`config.mk`:
```
export PLATFORM = sky130hd
export DESIGN_NAME = fpu_adder
export DESIGN_NICKNAME = d
export VERILOG_FILES = /design/src/rtl/fpu_adder.sv
export SDC_FILE = /design/constraint.sdc
export NUM_CORES = 1
export LEC_CHECK = 0
export ABC_CLOCK_PERIOD_IN_PS = 5250
export CORE_UTILIZATION = 55
export CTS_CLUSTER_DIAMETER = 150
export DETAILED_ROUTE_END_ITERATION = 7
export DONT_BUFFER_PORTS = 1
export HOLD_SLACK_MARGIN = 0.03
export PLACE_DENSITY = 0.78
export SETUP_SLACK_MARGIN = 0.05
export SYNTH_ARGS = -nofsm -noshare
export SYNTH_HDL_FRONTEND = slang
export SYNTH_SLANG_ARGS = --single-unit
```
`constraint.sdc`:
```
create_clock -name clock100KHz -period 5.25 [get_ports clock100KHz]
set_input_delay 0.525 -clock clock100KHz [delete_from_list [all_inputs] [get_ports clock100KHz]]
set_output_delay 0.525 -clock clock100KHz [all_outputs]
set_load 0.03 [all_outputs]
```
`src/rtl/fpu_adder.sv`:
```
// fpu_adder: sequential adder/subtractor for a 32-bit float {sign, 6-bit exp (bias 31), 25-bit frac}.
// Walks READ -> ALIGN -> ADD -> NORM -> ROUND -> WRITE and recomputes continuously.
// Optional build macro FPU_ROUND_NEAREST_EN: defined = round to nearest even, undefined = truncate.
module fpu_adder (
    input  logic        clock100KHz,
    input  logic        reset,
    input  logic [31:0] op_A_in,
    input  logic [31:0] op_B_in,
    output logic [31:0] data_out,
    output logic [3:0]  status_out
);

    typedef enum logic [2:0] {
        S_READ,
        S_ALIGN,
        S_ADD,
        S_NORM,
        S_ROUND,
        S_WRITE
    } state_t;

    localparam logic [3:0] ST_EXACT     = 4'b0001;
    localparam logic [3:0] ST_OVERFLOW  = 4'b0010;
    localparam logic [3:0] ST_UNDERFLOW = 4'b0100;
    localparam logic [3:0] ST_INEXACT   = 4'b1000;

    state_t             state;
    logic               sign_x;
    logic               sign_y;
    logic signed [7:0]  exp_x;      // wide enough for +2 overflow and -28 underflow excursions
    logic [5:0]         exp_diff;
    logic [28:0]        mant_x;     // {hidden, frac[24:0], guard, round, sticky}
    logic [28:0]        mant_y;
    logic [29:0]        sum;        // extra top bit catches the add carry-out
    logic [24:0]        res_frac;
    logic               inexact;
    logic               is_zero;

    // Operand unpacking and magnitude ordering used in READ
    logic [5:0]  a_exp;
    logic [5:0]  b_exp;
    logic [28:0] a_mant;
    logic [28:0] b_mant;
    logic        a_larger;

    // Expand operands and decide which one is larger in magnitude
    always_comb begin
        a_exp    = op_A_in[30:25];
        b_exp    = op_B_in[30:25];
        a_mant   = {(a_exp != 6'd0), op_A_in[24:0], 3'b000};
        b_mant   = {(b_exp != 6'd0), op_B_in[24:0], 3'b000};
        a_larger = ({a_exp, op_A_in[24:0]} >= {b_exp, op_B_in[24:0]});
    end

`ifdef FPU_ROUND_NEAREST_EN
    logic        round_up;
    logic [25:0] rounded;   // {carry, frac}; carry means the significand rolled over

    // Round-to-nearest-even increment decision on the normalized sum
    always_comb begin
        round_up = sum[2] & (sum[1] | sum[0] | sum[3]);
        rounded  = {1'b0, sum[27:3]} + {25'd0, round_up};
    end
`endif

    // Main sequencer: all datapath registers and the registered outputs
    always_ff @(posedge clock100KHz or negedge reset) begin
        if (!reset) begin
            state      <= S_READ;
            sign_x     <= 1'b0;
            sign_y     <= 1'b0;
            exp_x      <= 8'sd0;
            exp_diff   <= 6'd0;
            mant_x     <= 29'd0;
            mant_y     <= 29'd0;
            sum        <= 30'd0;
            res_frac   <= 25'd0;
            inexact    <= 1'b0;
            is_zero    <= 1'b0;
            data_out   <= 32'd0;
            status_out <= 4'b0000;
        end else begin
            case (state)
                S_READ: begin
                    is_zero <= 1'b0;
                    inexact <= 1'b0;
                    if (a_larger) begin
                        sign_x   <= op_A_in[31];
                        sign_y   <= op_B_in[31];
                        exp_x    <= {2'b00, a_exp};
                        exp_diff <= a_exp - b_exp;
                        mant_x   <= a_mant;
                        mant_y   <= b_mant;
                        state    <= (a_exp == b_exp) ? S_ADD : S_ALIGN;
                    end else begin
                        sign_x   <= op_B_in[31];
                        sign_y   <= op_A_in[31];
                        exp_x    <= {2'b00, b_exp};
                        exp_diff <= b_exp - a_exp;
                        mant_x   <= b_mant;
                        mant_y   <= a_mant;
                        state    <= (a_exp == b_exp) ? S_ADD : S_ALIGN;
                    end
                end
                S_ALIGN: begin
                    if (exp_diff > 6'd27) begin
                        // Everything falls below sticky; a zero operand contributes nothing
                        mant_y   <= {28'd0, (mant_y != 29'd0)};
                        exp_diff <= 6'd0;
                        state    <= S_ADD;
                    end else begin
                        mant_y   <= {1'b0, mant_y[28:2], (mant_y[1] | mant_y[0])};
                        exp_diff <= exp_diff - 6'd1;
                        if (exp_diff == 6'd1) begin
                            state <= S_ADD;
                        end
                    end
                end
                S_ADD: begin
                    if (sign_x == sign_y) begin
                        sum <= {1'b0, mant_x} + {1'b0, mant_y};
                    end else begin
                        sum <= {1'b0, mant_x} - {1'b0, mant_y};
                    end
                    state <= S_NORM;
                end
                S_NORM: begin
                    if (sum == 30'd0) begin
                        is_zero <= 1'b1;
                        state   <= S_WRITE;
                    end else if (sum[29]) begin
                        sum   <= {1'b0, sum[29:2], (sum[1] | sum[0])};
                        exp_x <= exp_x + 8'sd1;
                        state <= S_ROUND;
                    end else if (sum[28]) begin
                        state <= S_ROUND;
                    end else begin
                        sum   <= {sum[28:0], 1'b0};
                        exp_x <= exp_x - 8'sd1;
                    end
                end
                S_ROUND: begin
                    inexact <= (sum[2:0] != 3'b000);
`ifdef FPU_ROUND_NEAREST_EN
                    if (rounded[25]) begin
                        res_frac <= 25'd0;
                        exp_x    <= exp_x + 8'sd1;
                    end else begin
                        res_frac <= rounded[24:0];
                    end
`else
                    res_frac <= sum[27:3];
`endif
                    state <= S_WRITE;
                end
                S_WRITE: begin
                    if (is_zero) begin
                        data_out   <= 32'd0;
                        status_out <= ST_EXACT;
                    end else if (exp_x > 8'sd63) begin
                        data_out   <= {sign_x, 6'd63, 25'd0};
                        status_out <= ST_OVERFLOW;
                    end else if (exp_x < 8'sd1) begin
                        data_out   <= 32'd0;
                        status_out <= ST_UNDERFLOW;
                    end else if (inexact) begin
                        data_out   <= {sign_x, exp_x[5:0], res_frac};
                        status_out <= ST_INEXACT;
                    end else begin
                        data_out   <= {sign_x, exp_x[5:0], res_frac};
                        status_out <= ST_EXACT;
                    end
                    state <= S_READ;
                end
                default: state <= S_READ;
            endcase
        end
    end

endmodule

```
==> results.py <==
metrics = {
    "placement": {
        "place_hpwl_mm": 18.7,
        "place_congestion": 0.901,
        "io_buffers": 0,
        "place_ws_ns": 1.21,
        "place_area_sq_um": 11200,
    },
    "finish": {
        "antenna_cells": 0,
        "design_area_sq_um": 11800,
        "synthToLayoutAreaGrowth_pct": 6.56,
        "fin_nets": 1361,
        "final_cell_mix": "dfrtp_1 (166), a21oi_1 (145), o21ai_0 (113)",
        "drive_above_1_share": 0.0705,
        "layout_commonest_cell": "dfrtp_1",
    },
    "timing": {
        "relSlewSlack": 0.271,
        "fin_crit_sh": 0.806,
        "period_needed_ns": 4.23,
        "finalMaxSlewViolations": 0,
        "hold_ws_ns": 0.0615,
        "clock_skew_ns": 0.0123,
        "rsz0062_at_grt": "false",
        "setup-violations-final": 0,
        "fmax_mhz": 236,
        "fin_ws_ns": 1.02,
        "fin_tns_setup_ns": 0,
        "tightest_slew_ns": 1.09,
        "hold_viol_final": 0,
    },
    "yosys": {
        "ys_top_cells_by_area": "dfrtp_1 (38%), ha_1 (8.0%), a21oi_1 (6.5%)",
        "yosys.area.top_type": "dfrtp_1",
        "yosysSeqAreaShare": 0.377,
        "syn_area_sq_um": 11100,
        "ys_async_sr_fraction": 1.00,
        "ys.flop_type": "dfrtp_1",
        "synth_cell_types": 71,
        "synth_edf_count": 0,
        "ys_ff_latch": 167,
        "synth_area_per_cell_sq_um": 8.78,
        "yosysWarnings": 0,
        "syn_nets": 1404,
        "syn_inst": 1264,
        "synth_top_area_share": 0.377,
    },
    "global_route": {
        "grt_antenna_before_repair": 0,
        "grt_pass1_vias": 8543,
        "grt.overflow.total": 0,
        "grt_pass1_wl_mm": 42.8,
        "grt_start_max_net_pins": 168,
        "grt_use_total": 0.262,
    },
    "floorplanning": {
        "die-area_sq_um": 20700,
        "core_region_area_sq_um": 19600,
        "start_util": 0.566,
        "rows": 51,
        "die_h_um": 144,
        "io_pins": 102,
        "die-width_um": 144,
    },
    "clock_tree": {
        "ctsLongestPathBuffers": 2,
        "cts_root_buffer": "clkbuf_16",
        "clkTransAtPathRegs_ns": 0.07,
        "cts_tree": "done",
        "htreeDepth": 4,
        "cts_setup_buffers": 0,
        "cts_resized": 0,
        "cts_made_buffers": 17,
        "clock_latency_ns": 0.44,
        "cts_sinks": 167,
    },
    "setup_path": {
        "r2r-start": "mant_y[4]$_DFFE_PN0P_",
        "criticalPathCategory": "flip-flop to flip-flop",
        "cp.required_ns": 5.54,
        "crit_buf_inv": 0,
        "crit_chain": "nor3_1, nand2b_1, nor4_2, nand2_1, or3_1, o21ai_0, xnor2_1, ha_1, a21o_1, a21o_1, a21oi_1, o21ai_0, a211oi_1, nor3_2, a41oi_1, mux2i_1, a31oi_1",
        "crit_family": "compound AO/OA/AOI/OAI gates",
        "critPathLaunchType": "flip-flop",
        "cp_max_fo": 5,
        "end_kind": "flip-flop",
        "worstPathArrival_ns": 4.53,
        "critPathLaunch": "mant_y[4]$_DFFE_PN0P_",
        "slowest_stage": "or3_1",
        "critical_path.max_stage_delay_ns": 0.45,
    },
    "detailed_routing": {
        "ant_nets": 0,
        "drtIter0Drc": 659,
        "wl_mm": 26.1,
        "vias": 9174,
        "avgViaCountPerCell": 6.12,
        "drc": 0,
        "firstDrtPassIters": 6,
        "wl_per_cell_um": 17.4,
    },
    "worst_hold_path": {
        "hp-class": "primary input to asynchronous set/reset pin",
    },
    "run": {
        "cap_violations": 0,
    },
    "status": {
        "status": "completed",
    },
}
-- final cells by class --
| type | instances | area [sq um] |
|---|---|---|
| clock inverters | 14 | 160 |
| inverters | 64 | 240 |
| multi-input cells | 958 | 6350 |
| fillers | 1715 | 7770 |
| well taps | 265 | 332 |
| flip-flops and latches | 167 | 4180 |
| repair buffers | 13 | 130 |
| clock buffers | 18 | 429 |
-- flip-flops by register name, indices dropped and copies added (netlist names) --
signal	cells
sign_x	1
status_out	4
mant_y	29
sum	30
sign_y	1
inexact	1
res_frac	25
data_out	32
exp_diff	6
mant_x	26
exp_x	8
is_zero	1
state	3
-- synth_stat cells (6+ instances only) --
library cell	number
ha_1	71
a31oi_1	6
mux2i_1	37
nor4_1	14
mux2_2	26
nand3_1	15
nor2_1	107
xnor2_1	28
a21oi_1	145
nand2b_1	16
a22o_1	32
a21o_1	24
dfrtp_1	167
nor3b_1	17
nand2_1	107
nor3_1	20
nand4_1	13
xor2_1	27
inv_1	64
buf_2	12
o211ai_1	6
o21a_1	28
o31ai_1	8
clkbuf_1	53
a211oi_1	15
or3_1	6
o21ai_0	113
-- repair_timing --
| item | in CTS | in global routing |
|---|---|---|
| hold buffers | 1 | 0 |
| endpoints found under the hold margin | 167 | 0 |
| setup endpoints to repair | 0 | 0 |
-- path summary, 6_finish.rpt --
path	end	cells after the start	slack, ns
max	sum[28]$_DFFE_PN0P_	17	1.02
min	data_out[4]$_DFFE_PN0N_	1	0.06
max reg2reg	sum[28]$_DFFE_PN0P_	17	1.02
min reg2reg	data_out[21]$_DFFE_PN0N_	1	0.49
max in group asynchronous	sum[29]$_DFFE_PN0P_	1	4.50
min in group clock100KHz	mant_x[10]$_DFFE_PN0P_	2	0.28
-- kinds of logic after synthesis --
family / count (synthesis) / share of synthesized area
adders and majority gates: 74 / 0.0855
and+or+nand+nor: 341 / 0.146
AOI/OAI and AO/OA: 425 / 0.237
buffers and inverters: 139 / 0.0524
xor gates and xnor gates: 55 / 0.0434
muxes: 63 / 0.0598
DFF: 167 / 0.377
-- routing by layer --
layer / vias to the layer above / GRT usage / part of all wire
li1: 4451 / - / -
met1: 4367 / 0.382 / 0.48
met2: 315 / 0.393 / 0.44
met3: 41 / 0.0487 / 0.062
met4: 0 / 0.0829 / 0.019
met5: - / 0 / 0
-- per-stage QoR --
step / std cells / utilization
4_1_cts: 1499 / 0.603
6_report: 1499 / 0.603
5_1_grt: 1499 / 0.603
2_1_floorplan: 1264 / -
3_3_place_gp: 1466 / 0.572
3_5_place_dp: 1466 / 0.572
Power is left out: the tool's default activity adds up to more than one toggle a clock period on the data nets, which glitch-free logic cannot reach.
